[src/rtl/pic_host_sequencer.sv]
// Host-side sequencer for an 8259-style PIC: issues the ICW init sequence,
// non-specific EOI writes and the two-pulse INTA acknowledge cycle.
module pic_host_sequencer #(
  parameter int unsigned PULSE_CYCLES = 2,
  parameter int unsigned GAP_CYCLES   = 1
) (
  input  logic       clk,
  input  logic       reset,
  input  logic       start_init,
  input  logic [7:0] cfg_icw1,
  input  logic [7:0] cfg_icw2,
  input  logic [7:0] cfg_icw3,
  input  logic [7:0] cfg_icw4,
  input  logic       eoi_req,
  input  logic       int_req,
  input  logic [7:0] data_in,
  output logic       cs_n,
  output logic       wr_n,
  output logic       inta_n,
  output logic       a0,
  output logic [7:0] data_out,
  output logic       data_oe,
  output logic [7:0] vector,
  output logic       vector_valid,
  output logic       busy,
  output logic       init_done
);

  typedef enum logic [3:0] {
    IDLE, WR_SETUP, WR_PULSE, WR_HOLD, NEXT_WORD, ACK1, ACK_GAP, ACK2, ACK_DONE
  } state_t;

  localparam logic [3:0] PULSE_LD = 4'(PULSE_CYCLES);
  localparam logic [3:0] GAP_LD   = 4'(GAP_CYCLES);

  state_t     state;
  logic [3:0] cnt;
  logic       last;
  logic [7:0] icw1_q, icw2_q, icw3_q, icw4_q;
  logic [1:0] word_idx;
  logic       init_wr;
  logic       eoi_pend;
  logic       has_next;
  logic [1:0] nxt_idx;
  logic [7:0] cur_data;

  assign last = (cnt == 4'd1);

  // Which ICW follows the current one; ICW3 only in cascade, ICW4 only if requested.
  // NOTE: every always_comb output gets a default first so no latch is inferred.
  always_comb begin
    has_next = 1'b0;
    nxt_idx  = word_idx;
    if (init_wr) begin
      unique case (word_idx)
        2'd0: begin has_next = 1'b1; nxt_idx = 2'd1; end
        2'd1: begin
          if (!icw1_q[1])     begin has_next = 1'b1; nxt_idx = 2'd2; end
          else if (icw1_q[0]) begin has_next = 1'b1; nxt_idx = 2'd3; end
        end
        2'd2: if (icw1_q[0]) begin has_next = 1'b1; nxt_idx = 2'd3; end
        default: ;
      endcase
    end
  end

  always_comb begin
    unique case (word_idx)
      2'd0:    cur_data = icw1_q;
      2'd1:    cur_data = icw2_q;
      2'd2:    cur_data = icw3_q;
      default: cur_data = icw4_q;
    endcase
  end

  // NOTE: sequential state uses non-blocking assignments so every register
  // sees pre-edge values regardless of statement order.
  always_ff @(posedge clk) begin
    if (reset) begin
      state        <= IDLE;
      cnt          <= 4'd0;
      cs_n         <= 1'b1;
      wr_n         <= 1'b1;
      inta_n       <= 1'b1;
      a0           <= 1'b0;
      data_out     <= 8'h00;
      data_oe      <= 1'b0;
      vector       <= 8'h00;
      vector_valid <= 1'b0;
      busy         <= 1'b0;
      init_done    <= 1'b0;
      eoi_pend     <= 1'b0;
      icw1_q       <= 8'h00;
      icw2_q       <= 8'h00;
      icw3_q       <= 8'h00;
      icw4_q       <= 8'h00;
      word_idx     <= 2'd0;
      init_wr      <= 1'b0;
    end else begin
      vector_valid <= 1'b0;
      if (state != IDLE) cnt <= cnt - 4'd1;
      if (state != IDLE && eoi_req && init_done) eoi_pend <= 1'b1;

      unique case (state)
        IDLE: begin
          if (start_init) begin
            icw1_q    <= cfg_icw1 | 8'h10;
            icw2_q    <= cfg_icw2;
            icw3_q    <= cfg_icw3;
            icw4_q    <= cfg_icw4;
            init_done <= 1'b0;
            eoi_pend  <= 1'b0;
            init_wr   <= 1'b1;
            word_idx  <= 2'd0;
            a0        <= 1'b0;
            data_out  <= cfg_icw1 | 8'h10;
            cs_n      <= 1'b0;
            data_oe   <= 1'b1;
            busy      <= 1'b1;
            cnt       <= 4'd1;
            state     <= WR_SETUP;
          end else if (init_done && (eoi_req || eoi_pend)) begin
            eoi_pend <= 1'b0;
            init_wr  <= 1'b0;
            a0       <= 1'b0;
            data_out <= 8'h20;
            cs_n     <= 1'b0;
            data_oe  <= 1'b1;
            busy     <= 1'b1;
            cnt      <= 4'd1;
            state    <= WR_SETUP;
          end else if (init_done && int_req) begin
            inta_n <= 1'b0;
            busy   <= 1'b1;
            cnt    <= PULSE_LD;
            state  <= ACK1;
          end
        end
        WR_SETUP: if (last) begin
          wr_n  <= 1'b0;
          cnt   <= PULSE_LD;
          state <= WR_PULSE;
        end
        WR_PULSE: if (last) begin
          wr_n  <= 1'b1;
          cnt   <= 4'd1;
          state <= WR_HOLD;
        end
        WR_HOLD: if (last) begin
          cs_n    <= 1'b1;
          data_oe <= 1'b0;
          if (has_next) begin
            word_idx <= nxt_idx;
            cnt      <= 4'd1;
            state    <= NEXT_WORD;
          end else begin
            if (init_wr) init_done <= 1'b1;
            busy  <= 1'b0;
            state <= IDLE;
          end
        end
        NEXT_WORD: if (last) begin
          a0       <= 1'b1;
          data_out <= cur_data;
          cs_n     <= 1'b0;
          data_oe  <= 1'b1;
          cnt      <= 4'd1;
          state    <= WR_SETUP;
        end
        ACK1: if (last) begin
          inta_n <= 1'b1;
          cnt    <= GAP_LD;
          state  <= ACK_GAP;
        end
        ACK_GAP: if (last) begin
          inta_n <= 1'b0;
          cnt    <= PULSE_LD;
          state  <= ACK2;
        end
        ACK2: if (last) begin
          vector       <= data_in;
          vector_valid <= 1'b1;
          inta_n       <= 1'b1;
          cnt          <= 4'd1;
          state        <= ACK_DONE;
        end
        ACK_DONE: if (last) begin
          busy  <= 1'b0;
          state <= IDLE;
        end
        default: state <= IDLE;
      endcase
    end
  end

endmodule

[config.mk]
export PLATFORM = sky130hd
export DESIGN_NAME = pic_host_sequencer
export DESIGN_NICKNAME = d
export VERILOG_FILES = /design/src/rtl/pic_host_sequencer.sv
export SDC_FILE = /design/constraint.sdc
export NUM_CORES = 1
export LEC_CHECK = 0
export ABC_AREA = 1
export BUFFER_PORTS_ARGS = -buffer_cell sky130_fd_sc_hd__buf_4
export CAP_MARGIN = 20
export CORE_ASPECT_RATIO = 0.9
export CORE_UTILIZATION = 38
export DETAILED_ROUTE_END_ITERATION = 6
export GPL_ROUTABILITY_DRIVEN = 0
export GPL_TIMING_DRIVEN = 0
export PLACE_DENSITY = 0.67
export SETUP_SLACK_MARGIN = 0.05
export SLEW_MARGIN = 0
export SYNTH_ARGS = -nofsm -noshare
export SYNTH_HDL_FRONTEND = slang
export SYNTH_SLANG_ARGS = --single-unit
[constraint.sdc]
create_clock -name clk -period 1.55 [get_ports clk]
set_input_delay 0.465 -clock clk [delete_from_list [all_inputs] [get_ports clk]]
set_output_delay 0.465 -clock clk [all_outputs]
set_load 0.02 [all_outputs]
==> After elaboration in Yosys (flattened, before gate mapping) <==
Index checks and enable logic that the tools add are counted.
{ "totals": {"output_inout_bits": 24, "wordCells": 151, "mem_count": 0, "input_bits": 45, "ram_bits": 0, "latch_bits": 0, "mem_bits_ro": 0, "ff_bits": 68} }
{ "op_classes": {"addsub": 1, "n_div": 0, "n_mux": 70, "n_reduce_logical": 30, "eq_ne": 30, "n_lt_le_gt_ge": 0, "multipliers": 0, "shift": 0, "bitwise_logic": 1} }
{ "ops": {"columns": ["operator", "n"], "rows": [
  ["$mux 4", 19],
  ["$pmux 4 s9", 1],
  ["$ne 2x2->1 const B", 15],
  ["$mux 1", 27],
  ["$mux 8", 3],
  ["$pmux 8 s3", 1],
  ["$eq 4x3->1 const B", 4],
  ["$pmux 4 s4", 1],
  ["$pmux 8 s2", 1],
  ["$pmux 1 s3", 5],
  ["$mux 2", 6],
  ["$reduce_and 6->1", 2],
  ["$reduce_and 5->1", 2],
  ["$reduce_and 9->1", 1],
  ["$reduce_bool 3->1", 3],
  ["$eq 4x1->1 const B", 2],
  ["$eq 4x2->1 const B", 2],
  ["$reduce_bool 2->1", 4],
  ["$pmux 1 s2", 3],
  ["$pmux 2 s3", 1],
  ["$reduce_and 2->1", 3],
  ["$reduce_and 3->1", 2],
  ["$reduce_or 2->1", 3],
  ["$eq 4x4->1 const B", 1],
  ["17 further kinds", 20]
]} }

==> Logic depth before layout (Yosys ltp) <==
Gate-level depths: netlist (run 1).
{ "logic_depth": {"word_depth": 7, "depth_mapped": 11, "depth_no_buf": 11} }

==> Least setup slack after synthesis (run 1) <==
Ideal clock, no wire load.
{ "synth_timing": {"path_type": "reg2reg", "start": "register word_idx[0]", "end": "register busy", "path_stages_with_launch": 12, "n_path_buf": 1, "path_slack_ns": -0.016, "required_time_ns": 1.437, "setup_time_ns": 0.113, "synth_period_minus_slack_ns": 1.566, "arrival_time_ns": 1.453, "cell_sequence": "dfxtp_1 inv_1 ha_1 clkbuf_1 a21oi_1 nand2_1 nand3_1 o21ai_0 nor2_1 nand2_1 nand2_1 nor2_1"} }
{ "synth_via": {"elab_chain_len": 5, "word_cells_on_any_way": 7, "classes_between": "eq/ne (3); mux (2); reduce/logical (2)"} }
{ "synth_lines": {"columns": ["item", "line_no", "rtl"], "rows": [
  ["start, declared", "40", "logic [1:0] word_idx;"],
  ["start signal, assigned", "153", "word_idx <= nxt_idx;"],
  ["$eq 2x2->1 (tied with other cells)", "55", "unique case (word_idx)"],
  ["$pmux 1 s3 *", "55", null],
  ["$mux 1 *", "54", "if (init_wr) begin"],
  ["$ne 2x2->1 (no line) *", null, null],
  ["$reduce_and 5->1 (no line) *", null, null],
  ["end signal, assigned", "90", "busy <= 1'b0;"],
  ["end signal, assigned", "119", "busy <= 1'b1;"],
  ["end signal, assigned", "129", "busy <= 1'b1;"],
  ["end, declared", "25", "output logic busy,"]
]} }
Mark *: on every way between the ends. The rest lies on a longest branch, timed or not.
A chain may end at the register's enable or synchronous reset.

==> Worst setup path in the final report (run 1) <==
{ "layout_timing": {"start": "register state[0]", "end": "register init_done"} }
{ "layout_via": {"elab_chain_len": 3, "word_cells_on_any_way": 9, "classes_between": "eq/ne (5); mux (1); reduce/logical (3)"} }
{ "layout_lines": {"columns": ["item", "line_no", "rtl"], "rows": [
  ["start, declared", "36", "state_t state;"],
  ["start signal, assigned", "80", "state <= IDLE;"],
  ["start signal, assigned", "121", "state <= WR_SETUP;"],
  ["start signal, assigned", "131", "state <= WR_SETUP;"],
  ["$eq 4x2->1 / $logic_not 4->1 (equally long branches)", "104", "unique case (state)"],
  ["$ne 2x2->1 (no line) / $reduce_bool 2->1 (equally long branches)", null, null],
  ["$reduce_and 5->1 (no line)", null, null],
  ["end signal, assigned", "91", "init_done <= 1'b0;"],
  ["end signal, assigned", "111", "init_done <= 1'b0;"],
  ["end signal, assigned", "157", "if (init_wr) init_done <= 1'b1;"],
  ["end, declared", "26", "output logic init_done"]
]} }
Parallel ways exist; a longest one is shown, timed or not.

==> flow_summary.ini, run 1 <==
[clocking]
numCtsBuffers = 9
clk_pin_slew_worst_paths_ns = 0.08
root_buffer = clkbuf_8
postCtsHoldBufs = 0
cts_htree_levels = 3
cts_buffer_depth = 2
clk_latency_ns = 0.35
cts_tree = yes
numClockSinks = 68

[timing]
finalSetupViolCount = 1
worst_pin_slew_ns = 0.608
maxSlewHeadroom_pct = 59.5
setup_tns_ns = -0.0450
setup_slack_ns = -0.0450
hold-worst-slack_ns = 0.362
period_share_pct = 103
min_period_ns = 1.59
finalMaxSlewViolations = 0
rsz0062_at_grt = true
hold_viol_final = 0
skew_ns = 0.00697
fmax_mhz = 627

[global_routing]
grt_pass1_wl_um = 15800
grt_pass1_vias = 3167
grt-ovfl-total = 0
grt_use_total_pct = 22.6
antenna_found_initial = 0
grt_max_degree = 12

[floorplanning]
die_w_um = 99.6
rows = 31
coreArea_um2 = 8180
initial_core_util_pct = 39.8
die-area_um2 = 8940
io_pins = 69
chipHeight_um = 89.8

[final_layout]
insertedDiodeCount = 0
mostFrequentLayoutCells = 90 x buf_4, 62 x nand2_1, 59 x dfxtp_1
final_area_um2 = 4620
drive_gt1_share_pct = 36.0
final_nets = 604
layout_commonest_cell = buf_4
seqCellArea_um2 = 1390
num-fill-cells = 749
utilization_pct = 56.5
multi_input_area_um2 = 1860
syn_to_final_growth_pct = 42.0

[drt]
routedWlPerCell_um = 15.4
dr.first_iter.drc_count = 547
via_count = 3565
drt_wl_total_um = 10300
dr.pass1.iters = 5
via_per_inst = 5.30
postRouteAntennaNets = 0
drc = 0

[power_and_ir_drop]
comb_power_share_pct = 56.2
p_clk_share_pct = 15.7
power_switching_mw = 4.17
internal-power_mw = 5.31
switching_share_pct = 44.0
vdd_drop_max_v = 0.00117
power_density_nw_per_um2 = 2050
p_leak_nw = 1.97
seqPwrFrac_pct = 28.1

[worst_setup_path]
cp_top_family = buffers and inverters
arrival_ns = 1.83
worst-path-max-fanout = 7
path_common_cell = buf_4
critPathLaunchType = flop
critical_path_class = flop to flop
path_cells = buf_4 -> nand2_2 -> nor2_4 -> buf_4 -> a21oi_4 -> buf_4 -> a31oi_1 -> nor2_1
cp_slowest_stage_delay_ns = 0.41
required_ns = 1.78
cp-end-kind = flop
slowest_stage = dfxtp_4
crit_buf_inv = 3

[outcome]
outcome = complete, but fails checks
violations = setup timing

[place]
dpl_cell_area_um2 = 3910
port_buffers = 67
dp_slack_ns = -0.526
dpl.hpwl_um = 6760

[logic_synthesis]
netlist_area_um2 = 3250
synth-seq-area-share_pct = 41.8
ys.warnings.count = 0
avgSynthCellArea_um2 = 7.17
synth_seq_cells = 68
synth_nets = 505
synthCells = 454
synth.distinct_cells = 30

[flow_run]
drv_cap = 0

[worst_hold_path]
min_path_type = input port to flop
what timing repair did:
action                                  CTS  global route
pin swaps                                13            15
setup buffers                            14             6
gates cloned                              0             3
endpoints found under the setup margin   61            60
resized for setup                        54            81
sequential cells by signal, summed over array words and instances, names as in the netlist:
name	flops
cs_n	1
state	4
busy	1
vector_valid	1
inta_n	1
vector	8
cnt	4
eoi_pend	1
a0	1
icw2_q	8
icw3_q	8
data_oe	1
data_out	8
init_wr	1
word_idx	2
wr_n	1
icw1_q	8
icw4_q	8
init_done	1
stage by stage:
step,power [mW],cells
2_1_floorplan,5.33,454
3_3_place_gp,6.39,636
3_5_place_dp,6.45,636
4_1_cts,8.50,665
5_1_grt,10.0,673
6_report,9.48,673
cells in the mapped netlist, drive strengths merged:
| master | count | area [µm²] |
|---|---|---|
| nand2 | 77 | 307 |
| a21oi | 72 | 360 |
| dfxtp | 68 | 1360 |
| o21ai | 51 | 259 |
| inv | 49 | 184 |
| nor2 | 46 | 203 |
| nand3 | 30 | 155 |
| clkbuf | 13 | 48.8 |
| buf | 9 | 58.8 |
| nand4 | 7 | 43.8 |
| o221ai | 7 | 61.3 |
| a21boi | 6 | 45.0 |
| ha | 6 | 75.1 |
| o211ai | 5 | 37.5 |
| a31oi | 2 | 12.5 |
| nor3 | 2 | 10.0 |
| and3 | 1 | 6.26 |
| nand3b | 1 | 7.51 |
| o211a | 1 | 10.0 |
| o311ai | 1 | 8.76 |
final cells by class:
type                            instances  share of cell area (%)
Buffer                                 20                    3.25
Timing Repair Buffer                   89                    14.9
Inverter                               49                    4.25
Clock inverter                          4                    1.06
Multi-Input combinational cell        315                    40.2
Clock buffer                           12                    3.14
Tap cell                              115                    3.11
Timing Repair inverter                  1                   0.108
Sequential cell                        68                    30.0
power by group through the flow:
stage          registers (mW)  clock network (mW)  logic, mW
6_report                 2.66                1.49       5.32
5_1_grt                  2.71                1.59       5.72
4_1_cts                  2.63                1.52       4.36
3_5_place_dp             2.62                   0       3.83
3_3_place_gp             2.61                   0       3.78
2_1_floorplan            2.77                   0       2.56
kinds of logic after synthesis:
logic type                 Yosys count  share of synthesized area (%)
and+or+nand+nor                    164                           22.5
adders and majority gates            6                           2.31
buffers and inverters               71                           8.96
DFF                                 68                           41.8
AOI/OAI and AO/OA                  145                           24.4
path summary, 6_finish.rpt:
kind,start,end,slack (ns),cells past startpoint
hold / removal,data_in[1],vector[1],0.36,3
hold reg to reg,icw2_q[2],icw2_q[2],0.46,2
setup / recovery,state[0],init_done,-0.04,8
setup reg to reg,state[0],init_done,-0.04,8
worst reg2reg max path, stage by stage, from the launching register on:
cell     delay (ns)
dfxtp_4        0.41
buf_4          0.13
nand2_2        0.09
nor2_4         0.14
buf_4          0.20
a21oi_4        0.09
buf_4          0.14
a31oi_1        0.21
nor2_1         0.09
metal layers:
layer | part of all wire [%] | track usage, %
met3 | 8.4 | 5.13
met5 | 0 | 0
met2 | 45 | 32.9
met1 | 44 | 32.4
met4 | 2.3 | 8.46
No activity file was read; power rests on OpenSTA's default activity.
==> run 2: changes to the inputs <==
clock period = 1.4 ns   (was 1.55 ns; I/O delays follow)
==> run 2 against run 1 <==
Net effect: the run still ends with setup timing left; design area up 5.6%; core utilization rose by 3.2 points; combinational power is 18% higher; highest routed layer unchanged.
==> flow_summary.ini, run 2 (synthesis results as in run 1) <==
[outcome]
outcome = complete, but fails checks
violations = setup timing

[drt]
via_per_inst = 5.38
dr.pass1.iters = 5
dr.first_iter.drc_count = 376
drc = 0
drt_wl_total_um = 10800
postRouteAntennaNets = 0
via_count = 3687
routedWlPerCell_um = 15.7

[final_layout]
final_nets = 616
insertedDiodeCount = 0
num-fill-cells = 712
mostFrequentLayoutCells = 91 x buf_4, 59 x dfxtp_1, 56 x nand2_1
drive_gt1_share_pct = 40.7
layout_commonest_cell = buf_4
syn_to_final_growth_pct = 50.0

[worst_setup_path]
cp-end-kind = flop
worst-path-max-fanout = 7
critical_path_class = flop to flop
arrival_ns = 1.82
reg2reg_depth = 9
critPathLaunchType = flop
required_ns = 1.68

[timing]
hold_viol_final = 0
rsz0062_at_grt = true
maxSlewHeadroom_pct = 58.0
setup_slack_ns = -0.140
skew_ns = 0.0128
hold-worst-slack_ns = 0.313
worst_pin_slew_ns = 0.630
period_share_pct = 110
finalMaxSlewViolations = 0
min_period_ns = 1.54
finalSetupViolCount = 45
fmax_mhz = 649

[clocking]
cts_htree_levels = 3
numCtsBuffers = 9
postCtsHoldBufs = 0
clk_pin_slew_worst_paths_ns = 0.08
root_buffer = clkbuf_8
clk_latency_ns = 0.35
numClockSinks = 68
cts_buffer_depth = 2
cts_tree = yes

[global_routing]
grt-ovfl-total = 0
antenna_found_initial = 0
grt_pass1_vias = 3498
grt_use_total_pct = 24.0
grt_pass1_wl_um = 16900
grt_max_degree = 14

[power_and_ir_drop]
vdd_drop_max_v = 0.00138
power_density_nw_per_um2 = 2230
power_switching_mw = 4.84
comb_power_share_pct = 57.7
p_clk_share_pct = 15.1
seqPwrFrac_pct = 27.1
p_leak_nw = 2.08
internal-power_mw = 6.06
switching_share_pct = 44.4
power_mw = 10.9

[floorplanning]
io_pins = 69
die-area_um2 = 8940
chipHeight_um = 89.8
die_w_um = 99.6
initial_core_util_pct = 39.8
rows = 31
coreArea_um2 = 8180

[place]
dpl.hpwl_um = 6960
port_buffers = 67

[flow_run]
drv_cap = 0

[worst_hold_path]
hold_path_depth = 3
min_path_type = input port to flop
-- run 2: cell types whose count changed in the layout (fill, tap and decap cells not counted), moves of 4 or more --
| cell | before | now |
|---|---|---|
| buf_6 | 5 | 9 |
| nand2_2 | 11 | 16 |
| a21oi_1 | 58 | 53 |
| a21oi_2 | 12 | 17 |
| inv_2 | 11 | 7 |
| o21ai_0 | 37 | 30 |
| inv_4 | 0 | 4 |
| o21ai_1 | 11 | 16 |
| nand2_1 | 62 | 56 |
-- run 2: cell type report --
type	count	area [µm²]	area share, %
clock buffers	9	124	2.54
clock inverters	7	75.1	1.54
well taps	115	144	2.95
flip-flops and latches	68	1390	28.5
plain buffers	21	208	4.26
repair buffers	100	788	16.1
multi-input cells	315	1940	39.7
inverters	49	204	4.18
repair inverters	1	7.51	0.154
-- run 2: metal layers --
metal / vias up / part of all wire [%] / track usage (%)
li1: 1763 / - / -
met1: 1739 / 45 / 33.6
met2: 165 / 46 / 36.6
met3: 20 / 7.1 / 4.67
met4: 0 / 2.0 / 8.58
met5: - / 0 / 0
-- run 2: critical path: stages (launching register included) --
cell and delay [ns]:
dfxtp_4 0.37, nor2_4 0.22, nand2_4 0.13, buf_4 0.16
buf_4 0.13, o21ai_2 0.09, nand2_1 0.08, nor2_1 0.10
nand2_1 0.08, a21oi_2 0.10
-- run 2: timing repair --
action / in CTS / in global routing
setup buffers: 24 / 3
gates cloned: 7 / 0
hold endpoints to repair: 0 / 0
pin swaps: 28 / 24
endpoints found under the setup margin: 64 / 65
resized for setup: 109 / 47
-- run 2: final timing paths --
path | startpoint | to | slack, ns
worst min-delay path | data_in[3] | vector[3] | 0.31
worst min register to register | icw3_q[5] | icw3_q[5] | 0.46
worst max register to register | state[1] | word_idx[0] | -0.14
worst max-delay path | state[1] | word_idx[0] | -0.14
-- run 2: power by group through the flow --
stage	sequential [mW]	clock (mW)	combinational (mW)
6_report	2.96	1.65	6.29
5_1_grt	3.02	1.76	6.76
4_1_cts	2.93	1.67	5.71
3_5_place_dp	2.92	0	4.37
3_3_place_gp	2.91	0	4.29
2_1_floorplan	3.09	0	2.93
-- run 2: metrics by stage --
stage / instances / worst slack [ns] / cell area (µm²) / TNS [ns] / utilization [%]
floorplan: 454 / 0.00574 / 3320 / 0 / -
global placement: 636 / -0.407 / 3960 / -17.11 / 48.4
detailed placement: 636 / -0.472 / 3960 / -19.15 / 48.4
CTS: 682 / -0.0636 / 4730 / -0.673 / 57.8
global route: 685 / -0.216 / 4880 / -5.51 / 59.6
finish: 685 / -0.140 / 4880 / -1.89 / 59.6
==> run 3: changes to the inputs <==
ABC_AREA = default   (was 1)
==> run 3 against run 2 <==
Net effect: the flow finishes with violations (DRC, setup timing); total power decreased by 15%; routed wire length grew 2.0%; clock power grew 12%; sequential cell count unchanged; core utilization increased by 2.7 points; sequential power is 9.8% lower; first-iteration DRC count decreased by 19%; clock skew is 0.0039 ns lower; clock-buffer cell count stayed put.
==> flow_summary.ini, run 3 <==
[power_and_ir_drop]
p_clk_share_pct = 19.9
p_leak_nw = 2.04
internal-power_mw = 5.63
switching_share_pct = 39.2
seqPwrFrac_pct = 28.9
vdd_drop_max_v = 0.000789
power_mw = 9.25
power_switching_mw = 3.63
power_density_nw_per_um2 = 1840
comb_power_share_pct = 51.2

[logic_synthesis]
synthArstFlopShare_pct = 0
synthTopCellsByArea = dfxtp_1 43%, nand2_1 9.2%, a21oi_1 6.9%, nor2_1 5.2%, mux2i_1 2.8%
synth_top_cell_by_area = dfxtp_1
netlist_area_um2 = 3180
avgSynthCellArea_um2 = 8.11
synth_seq_cells = 68
synth-edff-count = 0
netlist_top_cells_count = 78 x nand2_1, 68 x dfxtp_1, 44 x a21oi_1, 44 x nor2_1, 18 x clkbuf_1
synth-seq-area-share_pct = 42.8
ys.warnings.count = 0
synth_nets = 443
yosys.cell_count.top_type = nand2_1
synthCells = 392
synth_ff_type = dfxtp_1
synth.distinct_cells = 53
synth.top_cell.area_share_pct = 42.8

[clocking]
root_buffer = clkbuf_8
cts_buffer_depth = 2
cts_htree_levels = 3
numClockSinks = 68
cts_tree = yes
clk_pin_slew_worst_paths_ns = 0.08
clk_latency_ns = 0.36
numCtsBuffers = 9
postCtsHoldBufs = 0

[timing]
finalMaxSlewViolations = 0
min_period_ns = 1.94
rsz0062_at_grt = true
hold-worst-slack_ns = 0.302
hold_viol_final = 0
setup_slack_ns = -0.537
period_share_pct = 138
fmax_mhz = 516
worst_pin_slew_ns = 0.746
skew_ns = 0.00885
finalSetupViolCount = 66
maxSlewHeadroom_pct = 50.2

[global_routing]
grt_use_total_pct = 23.9
antenna_found_initial = 0
grt-ovfl-total = 0
grt_max_degree = 14
grt_pass1_vias = 3133
grt_pass1_wl_um = 16100

[floorplanning]
die_w_um = 98.4
chipHeight_um = 88.8
rows = 31
coreArea_um2 = 8070
initial_core_util_pct = 39.4
die-area_um2 = 8730
io_pins = 69

[worst_setup_path]
reg2reg_slack_ns = -0.54
arrival_ns = 2.21
required_ns = 1.67
cp-end-kind = flop
reg2reg_depth = 8
reg2reg_from = cnt[1]
worst-path-max-fanout = 8
critical_path_class = flop to flop
r2r_end = word_idx[0]
critPathLaunchType = flop

[drt]
postRouteAntennaNets = 0
drt_wl_total_um = 11000
routedWlPerCell_um = 18.2
via_per_inst = 5.82
drc = 5
dr.pass1.iters = 7
dr.first_iter.drc_count = 305
via_count = 3512

[place]
dpl.hpwl_um = 6600
port_buffers = 67
dp_slack_ns = -0.692

[final_layout]
final_nets = 550
mostFrequentLayoutCells = 86 x buf_4, 61 x dfxtp_1, 52 x nand2_1
utilization_pct = 62.3
drive_gt1_share_pct = 46.6
seqCellArea_um2 = 1380
syn_to_final_growth_pct = 58.2
layout_commonest_cell = buf_4
insertedDiodeCount = 0
num-fill-cells = 658
multi_input_area_um2 = 2150

[worst_hold_path]
hold_path_depth = 3
hp-start = data_in[5]
min_path_type = input port to flop
min_to = vector[5]

[outcome]
outcome = complete, but fails checks
violations = DRC, setup timing

[flow_run]
drv_cap = 0
run 3: final cells by class:
type	count	share of cell area [%]
inverters	11	0.921
clock buffers	9	2.46
well taps	99	2.46
clock inverters	7	1.94
repair buffers	97	16.7
flip-flops and latches	68	27.5
plain buffers	27	5.20
multi-input cells	285	42.9
run 3: layer usage:
layer  vias to the layer above  GRT usage [%]  share of wire (%)
met1                      1662           31.6                 43
met4                         0           10.0                3.0
met5                         -              0                  0
met2                       196           37.1                 46
met3                        40           6.64                8.5
li1                       1614              -                  -
run 3: how the worst max path moves through the flow:
stage / startpoint / to / cells after the start
3_3_place_gp: word_idx[0] / busy / 7
3_5_place_dp: cnt[1] / cnt[1] / 6
2_1_floorplan: cnt[1] / word_idx[1] / 7
5_1_grt: cnt[1] / word_idx[0] / 8
4_1_cts: cnt[1] / cnt[2] / 8
6_report: cnt[1] / word_idx[0] / 8
run 3: what timing repair did:
| action | in CTS | in global routing |
|---|---|---|
| cloned | 8 | 1 |
| resized for setup | 80 | 88 |
| endpoints found under the setup margin | 69 | 68 |
| buffers inserted | 18 | 3 |
| hold endpoints to repair | 0 | 0 |
| pin swaps | 32 | 55 |
run 3: power by group through the flow:
stage	Clock, mW	Combinational [mW]	Sequential (mW)
global placement	0	2.85	2.66
global route	1.94	5.03	2.71
finish	1.84	4.74	2.67
floorplan	0	1.92	2.76
detailed placement	0	2.91	2.68
CTS	1.86	4.01	2.64
run 3: critical path: stages, from the launching register on:
cell,delay (ns)
dfxtp_2,0.33
inv_2,0.07
ha_4,0.12
or3b_4,0.42
buf_8,0.17
nor4_4,0.32
buf_4,0.17
o211ai_1,0.09
a21oi_1,0.16
run 3: cell families after synthesis:
kind of cell    share of synthesized area, %
mux                                     2.83
flops                                   42.8
simple gates                            23.0
fa+ha+maj                               2.36
xor+xnor                                1.10
buf+inv                                 5.87
compound gates                          22.0
run 3: per-stage QoR:
stage | std cells | TNS [ns] | instance area [µm²]
4_1_cts | 600 | -19.61 | 4650
2_1_floorplan | 392 | -13.41 | 3240
3_3_place_gp | 558 | -28.03 | 3860
6_report | 603 | -21.84 | 5030
3_5_place_dp | 558 | -29.45 | 3860
5_1_grt | 603 | -26.23 | 5030
